[config.mk]
export PLATFORM = sky130hd
export DESIGN_NAME = stopwatch_mode_ctrl
export DESIGN_NICKNAME = d
export VERILOG_FILES = /design/src/rtl/stopwatch_mode_ctrl_pkg.sv /design/src/rtl/stopwatch_mode_ctrl_btn_debounce.sv /design/src/rtl/stopwatch_mode_ctrl.sv
export SDC_FILE = /design/constraint.sdc
export NUM_CORES = 1
export LEC_CHECK = 0
export CORE_AREA = 2 2 68 70
export DETAILED_ROUTE_END_ITERATION = 7
export DIE_AREA = 0 0 70 72
export DONT_BUFFER_PORTS = 1
export PLACE_DENSITY = 0.72
export REMOVE_ABC_BUFFERS = 1
export SYNTH_ARGS = -nofsm -noshare
export SYNTH_HDL_FRONTEND = slang
export SYNTH_HIERARCHICAL = 1
export SYNTH_SLANG_ARGS = --single-unit
[constraint.sdc]
create_clock -name clk -period 1.8 [get_ports clk]
set_clock_uncertainty 0.15 [all_clocks]
set_input_delay 0.27 -clock clk [delete_from_list [all_inputs] [get_ports clk]]
set_output_delay 0.27 -clock clk [all_outputs]
set_load 0.005 [all_outputs]
[src/rtl/stopwatch_mode_ctrl_pkg.sv]
`default_nettype none
// ============================================================================
//  Module   : stopwatch_mode_ctrl_pkg
//  Purpose  : Mode encodings shared by the stopwatch mode controller and the
//             downstream counter-enable / blink-enable decoder. Both sides
//             import these codes, so the 2-bit encoding lives in one place.
//  Contents : mode_e     - 2-bit mode code (NORMAL/PAUSED/ADJMIN/ADJSEC)
//             next_mode  - mode selection from switches and pause request
//  Revision : 1.0 - initial release
// ============================================================================
package stopwatch_mode_ctrl_pkg;

   typedef enum logic [1:0] {
      NORMAL = 2'b00,
      PAUSED = 2'b01,
      ADJMIN = 2'b10,
      ADJSEC = 2'b11
   } mode_e;

   // Adjust switch has priority; outside adjust the stored pause request
   // decides between running and paused.
   function automatic mode_e next_mode(input logic adj, input logic sel, input logic paused);
      mode_e m;
      if (adj) begin
         m = sel ? ADJSEC : ADJMIN;
      end else begin
         m = paused ? PAUSED : NORMAL;
      end
      return m;
   endfunction

endpackage : stopwatch_mode_ctrl_pkg
`default_nettype wire

[src/rtl/stopwatch_mode_ctrl_btn_debounce.sv]
`default_nettype none
// ============================================================================
//  Module   : btn_debounce
//  Purpose  : Two-flop synchroniser, counter debounce and rising-edge pulse
//             for one raw push button.
//  Ports    : clk      in   system clock
//             rst      in   synchronous active-high reset
//             btn_raw  in   raw asynchronous bouncing button (active-high)
//             rise     out  one-cycle pulse per accepted press
//  Params   : DEBOUNCE_CYCLES - consecutive disagreeing cycles to accept a
//                               new level; CNT_W must satisfy
//                               2**CNT_W > DEBOUNCE_CYCLES
//  Revision : 1.0 - initial release
// ============================================================================
module btn_debounce #(
   parameter int DEBOUNCE_CYCLES = 500000,
   parameter int CNT_W           = 20
) (
   input  logic clk,
   input  logic rst,
   input  logic btn_raw,
   output logic rise
);

   localparam logic [CNT_W-1:0] CNT_LAST = CNT_W'(DEBOUNCE_CYCLES - 1);

   logic             s1_q,      s1_d;
   logic             s2_q,      s2_d;
   logic             lvl_q,     lvl_d;      // accepted (debounced) level
   logic             lvl_dly_q, lvl_dly_d;  // accepted level one cycle late
   logic [CNT_W-1:0] cnt_q,     cnt_d;

   always_comb begin
      s1_d      = btn_raw;
      s2_d      = s1_q;
      lvl_d     = lvl_q;
      lvl_dly_d = lvl_q;
      cnt_d     = '0;
      // Count only while the synchronised input disagrees with the accepted
      // level; any cycle of agreement restarts the qualification.
      if (s2_q != lvl_q) begin
         if (cnt_q == CNT_LAST) begin
            lvl_d = s2_q;
         end else begin
            cnt_d = cnt_q + CNT_W'(1);
         end
      end
   end

   always_ff @(posedge clk) begin
      if (rst) begin
         s1_q      <= 1'b0;
         s2_q      <= 1'b0;
         lvl_q     <= 1'b0;
         lvl_dly_q <= 1'b0;
         cnt_q     <= '0;
      end else begin
         s1_q      <= s1_d;
         s2_q      <= s2_d;
         lvl_q     <= lvl_d;
         lvl_dly_q <= lvl_dly_d;
         cnt_q     <= cnt_d;
      end
   end

   // Press only; a release produces no pulse.
   assign rise = lvl_q & ~lvl_dly_q;

endmodule : btn_debounce
`default_nettype wire

[src/rtl/stopwatch_mode_ctrl.sv]
`default_nettype none
// ============================================================================
//  Module   : stopwatch_mode_ctrl
//  Purpose  : Upstream mode controller for the stopwatch datapath. Conditions
//             the pause/clear buttons and the adjust/select switches, runs
//             the 4-state mode FSM and strobes the counter clear.
//  Ports    : clk          in   system clock
//             rst          in   synchronous active-high reset
//             btn_pause    in   raw pause button (active-high, bouncing)
//             btn_clear    in   raw clear button (active-high, bouncing)
//             sw_adj       in   raw adjust switch (1 = adjust)
//             sw_sel       in   raw select switch (0 = minutes, 1 = seconds)
//             cur_state    out  mode code, see stopwatch_mode_ctrl_pkg
//             clear_pulse  out  one-cycle counter clear strobe
//             pause_flag   out  stored pause request (debug / LED)
//  Revision : 1.0 - initial release
// ============================================================================
module stopwatch_mode_ctrl #(
   parameter int DEBOUNCE_CYCLES = 500000,
   parameter int CNT_W           = 20
) (
   input  logic       clk,
   input  logic       rst,
   input  logic       btn_pause,
   input  logic       btn_clear,
   input  logic       sw_adj,
   input  logic       sw_sel,
   output logic [1:0] cur_state,
   output logic       clear_pulse,
   output logic       pause_flag
);

   import stopwatch_mode_ctrl_pkg::*;

   logic  adj_s1_q, adj_s1_d;
   logic  adj_s2_q, adj_s2_d;
   logic  sel_s1_q, sel_s1_d;
   logic  sel_s2_q, sel_s2_d;
   logic  pause_flag_q,  pause_flag_d;
   logic  clear_pulse_q, clear_pulse_d;
   mode_e state_q, state_d;

   logic  pause_rise;
   logic  clear_rise;

   btn_debounce #(
      .DEBOUNCE_CYCLES (DEBOUNCE_CYCLES),
      .CNT_W           (CNT_W)
   ) u_pause_db (
      .clk     (clk),
      .rst     (rst),
      .btn_raw (btn_pause),
      .rise    (pause_rise)
   );

   btn_debounce #(
      .DEBOUNCE_CYCLES (DEBOUNCE_CYCLES),
      .CNT_W           (CNT_W)
   ) u_clear_db (
      .clk     (clk),
      .rst     (rst),
      .btn_raw (btn_clear),
      .rise    (clear_rise)
   );

   always_comb begin
      adj_s1_d      = sw_adj;
      adj_s2_d      = adj_s1_q;
      sel_s1_d      = sw_sel;
      sel_s2_d      = sel_s1_q;
      clear_pulse_d = clear_rise;
      // A pause press arriving while adjusting is dropped, not deferred.
      pause_flag_d  = pause_flag_q ^ (pause_rise & ~adj_s2_q);
      // Using the next pause flag lets the mode move on the same edge that
      // toggles the flag.
      state_d       = next_mode(adj_s2_q, sel_s2_q, pause_flag_d);
   end

   always_ff @(posedge clk) begin
      if (rst) begin
         adj_s1_q      <= 1'b0;
         adj_s2_q      <= 1'b0;
         sel_s1_q      <= 1'b0;
         sel_s2_q      <= 1'b0;
         pause_flag_q  <= 1'b0;
         clear_pulse_q <= 1'b0;
         state_q       <= NORMAL;
      end else begin
         adj_s1_q      <= adj_s1_d;
         adj_s2_q      <= adj_s2_d;
         sel_s1_q      <= sel_s1_d;
         sel_s2_q      <= sel_s2_d;
         pause_flag_q  <= pause_flag_d;
         clear_pulse_q <= clear_pulse_d;
         state_q       <= state_d;
      end
   end

   assign cur_state   = state_q;
   assign clear_pulse = clear_pulse_q;
   assign pause_flag  = pause_flag_q;

endmodule : stopwatch_mode_ctrl
`default_nettype wire

==> PnR_summary.wiki <==
{| class="wikitable"
! Metric !! Value
|-
| Run status || finished, final reports clean
|-
| Max Clock Freq || 565 MHz
|-
| Met3 capacity usage during global routing || 0.0417
|-
| Residual DRC count || 0
|-
| Required @ worst endpoint || 1.86 ns
|-
| Hold WC Path Type || input pin to flip-flop
|-
| Die width || 70 um
|-
| Clk root buf || clkbuf_8
|-
| Worst rel slew slack || 0.643
|-
| IO Port Bufs || 0
|-
| Total number of placement rows || 24
|-
| Synthesis-stage register bit count || 56
|-
| Worst Tran Pin Value || 0.533 ns
|-
| Final core occ || 0.676
|-
| Worst-case clock buffer depth || 2
|-
| Number of endpoints failing setup at the final stage || 0
|-
| Via Count || 1866
|-
| YS warnings || 6
|-
| Nets@finish || 297
|-
| Top area cells in the synthesized netlist || dfxtp_1 (49%), xor2_1 (7.2%), nor2_1 (5.2%)
|-
| Die ar. || 5040 um^2
|-
| First-pass GRT wire length || 7.50 mm
|-
| TritonCTS clock tree || built
|-
| Power density over the cells || 690 nW/um^2
|-
| Critical path fanouts, max || 3
|-
| Area growth from synthesis to layout || 24.9%
|-
| Count of pins over their slew limit || 0
|-
| Post-synth top area share || 0.486
|-
| Number of buffers inserted during clock tree synthesis || 5
|-
| Number of iterations in the first detailed-routing pass || 4
|-
| Area of the placeable core || 4260 um^2
|-
| Clk slew on worst S/H paths || 0.10 ns
|-
| Starting density of the core || 0.541
|-
| Overall global routing resource usage || 0.185
|-
| Distinct cell type count after synthesis || 28
|-
| Final count of hold timing violations || 0
|-
| Synth Area per Inst || 9.54 um^2
|-
| First-iteration detailed-routing DRC count || 79
|-
| RSZ-0062 raised after global routing || yes
|-
| Detail-routed net length per standard cell || 12.8 um
|-
| Worst Setup Start Kind || flip-flop
|-
| Global-route met1 utilization || 0.208
|-
| Fraction of the cycle the final worst path needs || 0.983
|-
| Post-synthesis cell type with the largest combined area || dfxtp_1
|-
| Routability cong. || 0.850
|-
| Antenna cells || 0
|-
| Kind of critical path || flip-flop to flip-flop
|-
| Crit end category || flip-flop
|-
| Leftover overflow at the end of global routing || 0
|-
| Routed via count divided by cell count || 5.46
|-
| Met2 GRT Util || 0.329
|-
| Vias in the first global route || 1779
|-
| Busiest layer in global routing || met2
|-
| Max IR drop VDD || 0.483 mV
|-
| Area of the mapped netlist || 2310 um^2
|-
| Share of layout cells above drive strength 1 || 0.293
|-
| Final WL || 4.38 mm
|-
| Estimated wirelength of the detail-placed design || 3.04 mm
|-
| Maximum number of pins on one net before global-route repair || 20
|-
| Standby leakage power || 0.995 nW
|-
| Final-layout setup total negative slack || 0 ns
|-
| Top Ports || 10
|-
| Arrival time worst endpoint || 1.83 ns
|-
| Number of antenna violations at the first check in global routing || 0
|-
| Remaining antenna violation count after routing || 0
|-
| Final min period || 1.77 ns
|-
| Clock sink count || 56
|-
| Height of the die || 72 um
|-
| Max H-tree Level || 2
|-
| Post-Synthesis Cells || 242
|-
| Max capacitance violation total || 0
|-
| Insertion delay to the later sink of the worst-skew pair || 0.31 ns
|-
| DP Area || 2650 um^2
|-
| Sequential element share of the synthesized area || 0.486
|-
| Post-route design area || 2880 um^2
|}
cell usage in the layout (no fill, tap or decap), drive strengths merged, types with 3 or more instances in the layout:
| master | Yosys | final |
|---|---|---|
| nand3 | 14 | 14 |
| or4 | 6 | 6 |
| nand4 | 14 | 14 |
| buf | 2 | 37 |
| nand2 | 10 | 10 |
| dfxtp | 56 | 56 |
| o31ai | 4 | 4 |
| and4 | 8 | 8 |
| xnor2 | 9 | 9 |
| or3 | 6 | 6 |
| o21ai | 8 | 8 |
| xor2 | 19 | 19 |
| nor4 | 6 | 6 |
| nor2 | 32 | 32 |
| nor2b | 17 | 17 |
| clkbuf | 0 | 5 |
| a21oi | 12 | 12 |
| dlygate4sd3 | 0 | 5 |
| inv | 2 | 3 |
path summary, 6_finish.rpt:
path / from / to / slack [ns] / cells after the start
max: u_pause_db/cnt_q[15] / u_pause_db/lvl_dly_d / 0.03 / 4
min: rst / u_pause_db/lvl_dly_d / 0.04 / 2
max reg2reg: u_pause_db/cnt_q[15] / u_pause_db/lvl_dly_d / 0.03 / 4
min reg2reg: adj_s1_q / adj_s2_q / 0.31 / 1
what timing repair did:
item                       in CTS  in global routing
buffers inserted                1                  0
pin swaps                       4                  5
setup endpoints to repair       7                 10
hold buffers                    5                  0
hold endpoints to repair       16                  0
gates resized for setup         4                 35
per-layer routing:
metal,wire (um),vias up
met4,138,0
li1,-,965
met1,1950,859
met2,2160,29
met5,0,-
met3,120,13
cells in the mapped netlist:
library cell   n
a21bo_2        2
a21oi_1       12
and2_1         2
and4_1         8
buf_4          2
dfxtp_1       56
ha_1           2
inv_1          2
mux2_1         2
mux2i_1        1
nand2_1       10
nand3_1       14
nand3b_1       2
nand4_1       14
nor2_1        32
nor2b_1       16
nor2b_2        1
nor3_1         2
nor4_1         6
nor4b_1        2
o21ai_0        6
o21ai_4        2
o31ai_1        4
or3_1          6
or4_1          6
or4b_1         2
xnor2_1        9
xor2_1        19
worst max-delay path, cell delays in order, from the launching register on:
cell	delay (ns)
dfxtp_2	0.34
nand4_1	0.16
or4b_4	0.59
nor2_2	0.10
mux2_1	0.32
sequential cells by signal (all words and copies together) (netlist names):
name and flops:
u_clear_db/s1_q 1, pause_flag 1, u_clear_db/lvl_dly_q 1, adj_s1_q 1
clear_pulse 1, u_pause_db/lvl_dly_d 1, u_clear_db/lvl_dly_d 1, adj_s2_q 1
sel_s1_q 1, u_clear_db/cnt_q 20, u_pause_db/s1_q 1, u_pause_db/lvl_dly_q 1
u_pause_db/cnt_q 20, u_pause_db/s2_q 1, cur_state 2, u_clear_db/s2_q 1
sel_s2_q 1
metrics by stage:
step	power, mW	instances	hold slack, ns	setup WS (ns)
after floorplan	1.30	240	0.192	-0.0555
after global placement	1.31	328	0.193	-0.0309
after detailed placement	1.31	328	0.195	-0.0669
after CTS	2.03	342	0.0280	0.00957
after global routing	2.07	342	0.0392	-0.0229
final	1.99	342	0.0395	0.0312
cells by family after synthesis:
| family | synth area share |
|---|---|
| and+or+nand+nor | 0.299 |
| DFF | 0.486 |
| xor gates and xnor gates | 0.106 |
| AOI/OAI and AO/OA | 0.0748 |
| buffers and inverters | 0.00976 |
| muxes | 0.0141 |
| adders and majority gates | 0.0108 |
power breakdown:
group          total, mW  switching, mW  internal, mW
Sequential          1.25        0.00396          1.24
Combinational     0.0416         0.0195        0.0221
Clock              0.702          0.418         0.284
area by class of cell:
cell class                      instances  area (um^2)
Clock buffer                            5         68.8
Clock inverter                          3         26.3
Fill cell                             348         1380
Inverter                                2         7.51
Multi-Input combinational cell        182         1200
Sequential cell                        56         1160
Tap cell                               52         65.1
Timing Repair Buffer                   42          353
(Power assumes the default switching activity.)
